===== src/rtl/fwd_pkg.sv =====
// Shared types and constants for the write-back forwarding unit.
// Widths of hist_entry_t match the default datapath configuration.
package fwd_pkg;

  localparam int FWD_CNT_W  = 16;
  localparam int ZERO_REG   = 0;
  localparam int DEF_DATA_W = 16;
  localparam int DEF_ADDR_W = 4;

  typedef struct packed {
    logic                  valid;
    logic [DEF_ADDR_W-1:0] addr;
    logic [DEF_DATA_W-1:0] data;
  } hist_entry_t;

endpackage


===== src/rtl/fwd_lookup.sv =====
// Single read-port priority mux: live write-back first, then history
// entries from newest (0) to oldest (DEPTH-1), else the raw register file value.
module fwd_lookup
  import fwd_pkg::*;
#(
  parameter int DATA_W = 16,
  parameter int ADDR_W = 4,
  parameter int DEPTH  = 2
) (
  input  logic                    blank,
  input  logic                    wbWe,
  input  logic [ADDR_W-1:0]       wbAddr,
  input  logic [DATA_W-1:0]       wbData,
  input  logic [DEPTH-1:0]        histValid,
  input  logic [DEPTH*ADDR_W-1:0] histAddr,
  input  logic [DEPTH*DATA_W-1:0] histData,
  input  logic [ADDR_W-1:0]       rdAddr,
  input  logic [DATA_W-1:0]       rdDataIn,
  output logic [DATA_W-1:0]       rdDataOut,
  output logic                    fwdHit
);

  // Walk history oldest-to-newest so a newer match overrides an older one.
  always_comb begin
    rdDataOut = rdDataIn;
    fwdHit    = 1'b0;
    if (!blank && (rdAddr != ADDR_W'(ZERO_REG))) begin
      if (wbWe && (wbAddr == rdAddr)) begin
        rdDataOut = wbData;
        fwdHit    = 1'b1;
      end else begin
        for (int i = DEPTH - 1; i >= 0; i--) begin
          if (histValid[i] && (histAddr[i*ADDR_W +: ADDR_W] == rdAddr)) begin
            rdDataOut = histData[i*DATA_W +: DATA_W];
            fwdHit    = 1'b1;
          end
        end
      end
    end
  end

endmodule


===== src/rtl/wb_forward_history.sv =====
// Write-back bypass: selects the MEM/WB result, forwards it to every read port,
// and keeps a short history of retired writes for reads racing the register file.
module wb_forward_history
  import fwd_pkg::*;
#(
  parameter int DATA_W    = DEF_DATA_W,
  parameter int ADDR_W    = DEF_ADDR_W,
  parameter int DEPTH     = 2,
  parameter int NUM_PORTS = 2
) (
  input  logic                        clk,
  input  logic                        rst,
  input  logic                        wb_we,
  input  logic [ADDR_W-1:0]           wb_addr,
  input  logic                        wb_jal,
  input  logic                        wb_mem_to_reg,
  input  logic [DATA_W-1:0]           wb_alu_result,
  input  logic [DATA_W-1:0]           wb_pc_next,
  input  logic [DATA_W-1:0]           wb_mem_data,
  input  logic                        hold,
  input  logic                        flush,
  input  logic [NUM_PORTS*ADDR_W-1:0] rd_addr,
  input  logic [NUM_PORTS*DATA_W-1:0] rd_data_in,
  output logic [NUM_PORTS*DATA_W-1:0] rd_data_out,
  output logic [NUM_PORTS-1:0]        rd_fwd_hit,
  output logic [DATA_W-1:0]           wb_result,
  output logic [FWD_CNT_W-1:0]        fwd_count
);

  typedef struct packed {
    logic              valid;
    logic [ADDR_W-1:0] addr;
    logic [DATA_W-1:0] data;
  } histEntry_t;

  histEntry_t              hist [DEPTH];
  logic                    newValid;
  logic [DEPTH-1:0]        histValid;
  logic [DEPTH*ADDR_W-1:0] histAddr;
  logic [DEPTH*DATA_W-1:0] histData;

  assign wb_result = wb_jal        ? wb_pc_next  :
                     wb_mem_to_reg ? wb_mem_data : wb_alu_result;
  assign newValid  = wb_we && (wb_addr != ADDR_W'(ZERO_REG));

  // Flush clears validity even while held; a held flush captures nothing new.
  always_ff @(posedge clk or posedge rst) begin
    if (rst) begin
      for (int i = 0; i < DEPTH; i++) hist[i] <= '0;
      fwd_count <= '0;
    end else begin
      if (!hold) begin
        for (int i = DEPTH - 1; i > 0; i--) begin
          hist[i] <= hist[i-1];
          if (flush) hist[i].valid <= 1'b0;
        end
        hist[0] <= {newValid, wb_addr, wb_result};
      end else if (flush) begin
        for (int i = 0; i < DEPTH; i++) hist[i].valid <= 1'b0;
      end
      if (!hold && (|rd_fwd_hit) && (fwd_count != {FWD_CNT_W{1'b1}})) begin
        fwd_count <= fwd_count + 1'b1;
      end
    end
  end

  always_comb begin
    histValid = '0;
    histAddr  = '0;
    histData  = '0;
    for (int i = 0; i < DEPTH; i++) begin
      histValid[i]                  = hist[i].valid;
      histAddr[i*ADDR_W +: ADDR_W]  = hist[i].addr;
      histData[i*DATA_W +: DATA_W]  = hist[i].data;
    end
  end

  for (genvar k = 0; k < NUM_PORTS; k++) begin : gPort
    fwd_lookup #(
      .DATA_W (DATA_W),
      .ADDR_W (ADDR_W),
      .DEPTH  (DEPTH)
    ) uLookup (
      .blank     (rst),
      .wbWe      (wb_we),
      .wbAddr    (wb_addr),
      .wbData    (wb_result),
      .histValid (histValid),
      .histAddr  (histAddr),
      .histData  (histData),
      .rdAddr    (rd_addr[k*ADDR_W +: ADDR_W]),
      .rdDataIn  (rd_data_in[k*DATA_W +: DATA_W]),
      .rdDataOut (rd_data_out[k*DATA_W +: DATA_W]),
      .fwdHit    (rd_fwd_hit[k])
    );
  end

endmodule


===== config.mk =====
export PLATFORM = sky130hd
export DESIGN_NAME = wb_forward_history
export DESIGN_NICKNAME = d
export VERILOG_FILES = /design/src/rtl/fwd_pkg.sv /design/src/rtl/fwd_lookup.sv /design/src/rtl/wb_forward_history.sv
export SDC_FILE = /design/constraint.sdc
export NUM_CORES = 1
export LEC_CHECK = 0
export ABC_CLOCK_PERIOD_IN_PS = 17850
export CAP_MARGIN = 0
export CORE_MARGIN = 2
export CORE_UTILIZATION = 47
export CTS_CLUSTER_DIAMETER = 50
export DETAILED_ROUTE_END_ITERATION = 6
export PLACE_DENSITY = 0.95
export SLEW_MARGIN = 20
export SYNTH_ARGS = -nofsm -noshare
export SYNTH_HDL_FRONTEND = slang
export SYNTH_SLANG_ARGS = --single-unit

===== constraint.sdc =====
create_clock -name clk -period 17.85 [get_ports clk]
set_input_delay 5.355 -clock clk [delete_from_list [all_inputs] [get_ports clk]]
set_output_delay 5.355 -clock clk [all_outputs]
set_load 0.05 [all_outputs]

==> results.sh <==
export IMPL_totalNegativeSetupSlack_ns=0
export IMPL_dp_cells=641
export IMPL_grt_setup_unrepaired="false"
export IMPL_max_cap_violations=0
export IMPL_die_x_um=95.6
export IMPL_cts_buffers=9
export IMPL_min_period_over_period=0.793
export IMPL_viasPerCell=5.75
export IMPL_ant_nets=0
export IMPL_hpwl_mm=8.70
export IMPL_clk_latency_ns=0.33
export IMPL_firstDrtPassIters=5
export IMPL_hold_viol=0
export IMPL_status="finished, final reports clean"
export IMPL_rows=33
export IMPL_crit_chain="clkdlybuf4s50_1 > xor2_1 > nor3_2 > nand3_2 > nand2b_1 > o22ai_1 > o21ai_1 > o22a_1 > clkdlybuf4s50_1"
export IMPL_min_path_type="reg -> reg"
export IMPL_yosysSeqAreaShare=0.368
export IMPL_synth_seq_cells=58
export IMPL_regArea_sq_um=1450
export IMPL_postCtsSetupBuffers=0
export IMPL_wl_per_cell_um=18.4
export IMPL_drt_total_wl_mm=12.1
export IMPL_worst_path_largest_cell_delay_ns=0.80
export IMPL_die_area_sq_um=9130
export IMPL_crit_top_cell="clkdlybuf4s50_1"
export IMPL_leakagePower_nw=2.21
export IMPL_first_global_vias=3744
export IMPL_drc=0
export IMPL_core_region_area_sq_um=8180
export IMPL_cts_tree="yes"
export IMPL_min_path_cells=1
export IMPL_initial_utilization=0.482
export IMPL_synth_compound_area_frac=0.219
export IMPL_synth_top_family_by_area="compound AO/OA/AOI/OAI gates"
export IMPL_final_common_cell="clkdlybuf4s50_1"
export IMPL_endpoint_kind="primary output"
export IMPL_syn_to_final_growth_pct=47.6
export IMPL_ctsHoldBuffers=0
export IMPL_place_gp_congestion=0.845
export IMPL_antenna_found_initial=0
export IMPL_drive_gt1_frac=0.127
export IMPL_fp_dieH_um=95.6
export IMPL_slowest_stage="clkdlybuf4s50_1"
export IMPL_syn_nets=501
export IMPL_grt_first_pass_wirelength_mm=18.2
export IMPL_fmaxAchievable_mhz=70.6
export IMPL_vias=3785
export IMPL_clkSinkCount=58
export IMPL_synth_edf_count=0
export IMPL_cp_required_ns=12.49
export IMPL_clk_pin_slew_ns=0.07
export IMPL_cts_root_buffer="clkbuf_8"
export IMPL_grt_max_degree=61
export IMPL_drt_iter0_drc=187
export IMPL_final_cell_mix="clkdlybuf4s50_1, dfrtp_1, nand2_1"
export IMPL_final_area_sq_um=5820
export IMPL_io_pins=165
export IMPL_critPathLaunchType="primary input"
export IMPL_async_flop_share=1.00
export IMPL_synth_fa_ha_area_frac=0.00318
export IMPL_fillers=608
export IMPL_vdd_ir_drop_max_mv=0.0665
export IMPL_grt_overflow_total=0
export IMPL_syn_area_per_cell_sq_um=9.83
export IMPL_clk_path_buf_depth=2
export IMPL_stdcell_count=658
export IMPL_synthMuxAreaShare=0.160
export IMPL_multi_input_comb_area_sq_um=2340
export IMPL_crit_type="in -> out"
export IMPL_cp_max_fo=18
export IMPL_slew_headroom=0.291
export IMPL_maxSlewViolCount=0
export IMPL_dpl_cell_area_sq_um=5580
export IMPL_port_buffers=164
export IMPL_fin_crit_ns=14.15
export IMPL_postCtsResizedCells=0
export IMPL_n_antenna_cell=0
export IMPL_finalPower_uw=457
export IMPL_setup_viol=0
export IMPL_arrival_ns=8.80
export IMPL_yosys_area_share_simple=0.123
export IMPL_synthDistinctLibCells=35
export IMPL_h_tree_depth=3
export IMPL_ys_warn_count=0
export IMPL_nNetsFinal=648
export IMPL_synthesis_area_sq_um=3940
export IMPL_fin_skew_ns=0.0155
export IMPL_ys_flop_type="dfrtp_1"
export IMPL_fin_util=0.711
export IMPL_tightestPinTransition_ns=1.06
export IMPL_synthCells=401
export IMPL_reg2regPathDepth=6
export IMPL_synth_xor_area_frac=0.0886
export IMPL_grt_total_usage=0.260
export IMPL_p_per_area_nw_per_um2=78.6
-- critical path, delay by kind of cell --
family | cells | cell delay (ns)
XOR/XNOR | 1 | 0.15
buffers and inverters | 2 | 1.44
AND/OR/NAND/NOR | 3 | 1.30
AO/OA/AOI/OAI | 3 | 0.56
-- through the flow --
stage	hold slack, ns	worst slack, ns
detailed placement	0.491	3.73
CTS	0.508	3.69
floorplan	0.504	4.29
global route	0.531	3.49
finish	0.499	3.70
global placement	0.478	3.77
-- cell type report --
cell class	instances	area share
Timing Repair Buffer	167	0.285
Clock inverter	6	0.0153
Sequential cell	58	0.250
Tap cell	105	0.0226
Inverter	2	0.00129
Multi-Input combinational cell	310	0.402
Clock buffer	10	0.0237
-- cells by family after synthesis --
group                      after synthesis
and+or+nand+nor                         91
AOI/OAI and AO/OA                      121
adders and majority gates                1
DFF                                     58
xor gates and xnor gates                39
muxes                                   58
buffers and inverters                   33
-- flip-flops by register name (all words and copies together), names as in the netlist --
register,cells
fwd_count,16
hist,42
-- metal layers --
layer | routed length [um] | track usage | vias up
met5 | 0 | 0 | -
met4 | 273 | 0.112 | 0
met3 | 1130 | 0.0680 | 27
met2 | 6040 | 0.451 | 175
met1 | 4660 | 0.301 | 1797
li1 | - | - | 1786
-- cells in the mapped netlist (all sizes together) (2+ instances only) --
cell	instances	area (sq um)
nor3	5	35.0
xor2	17	149
nand2	52	195
mux2i	17	170
nand3	12	100
o22ai	33	206
xnor2	22	200
nand4	7	58.8
inv	2	7.51
mux2	41	462
nand2b	2	12.5
dfrtp	58	1450
o21ai	49	245
o22a	32	280
and3	4	25.0
a31oi	2	42.5
o41ai	3	63.8
buf	15	82.6
clkbuf	16	60.1
nor2	5	21.3
and4	4	35.0
-- power breakdown --
group	switching [mW]	internal (mW)	leakage (nW)
Sequential	0.0187	0.148	0.725
Clock	0.0541	0.0826	0.109
Combinational	0.0850	0.0683	1.38
-- worst paths after layout --
check                      slack, ns                        to                     start
min in group asynchronous       5.55      hist[19]$_DFFE_PP0N_                       rst
max                             3.70           rd_data_out[11]                rd_addr[0]
min                             0.50  fwd_count[7]$_DFFE_PP0P_  fwd_count[7]$_DFFE_PP0P_
min reg2reg                     0.50  fwd_count[7]$_DFFE_PP0P_  fwd_count[7]$_DFFE_PP0P_
max in group asynchronous      11.79       hist[5]$_DFFE_PP0N_                       rst
max reg2reg                    15.09  fwd_count[1]$_DFFE_PP0P_      hist[39]$_DFFE_PP0N_
(Power assumes the default switching activity.)
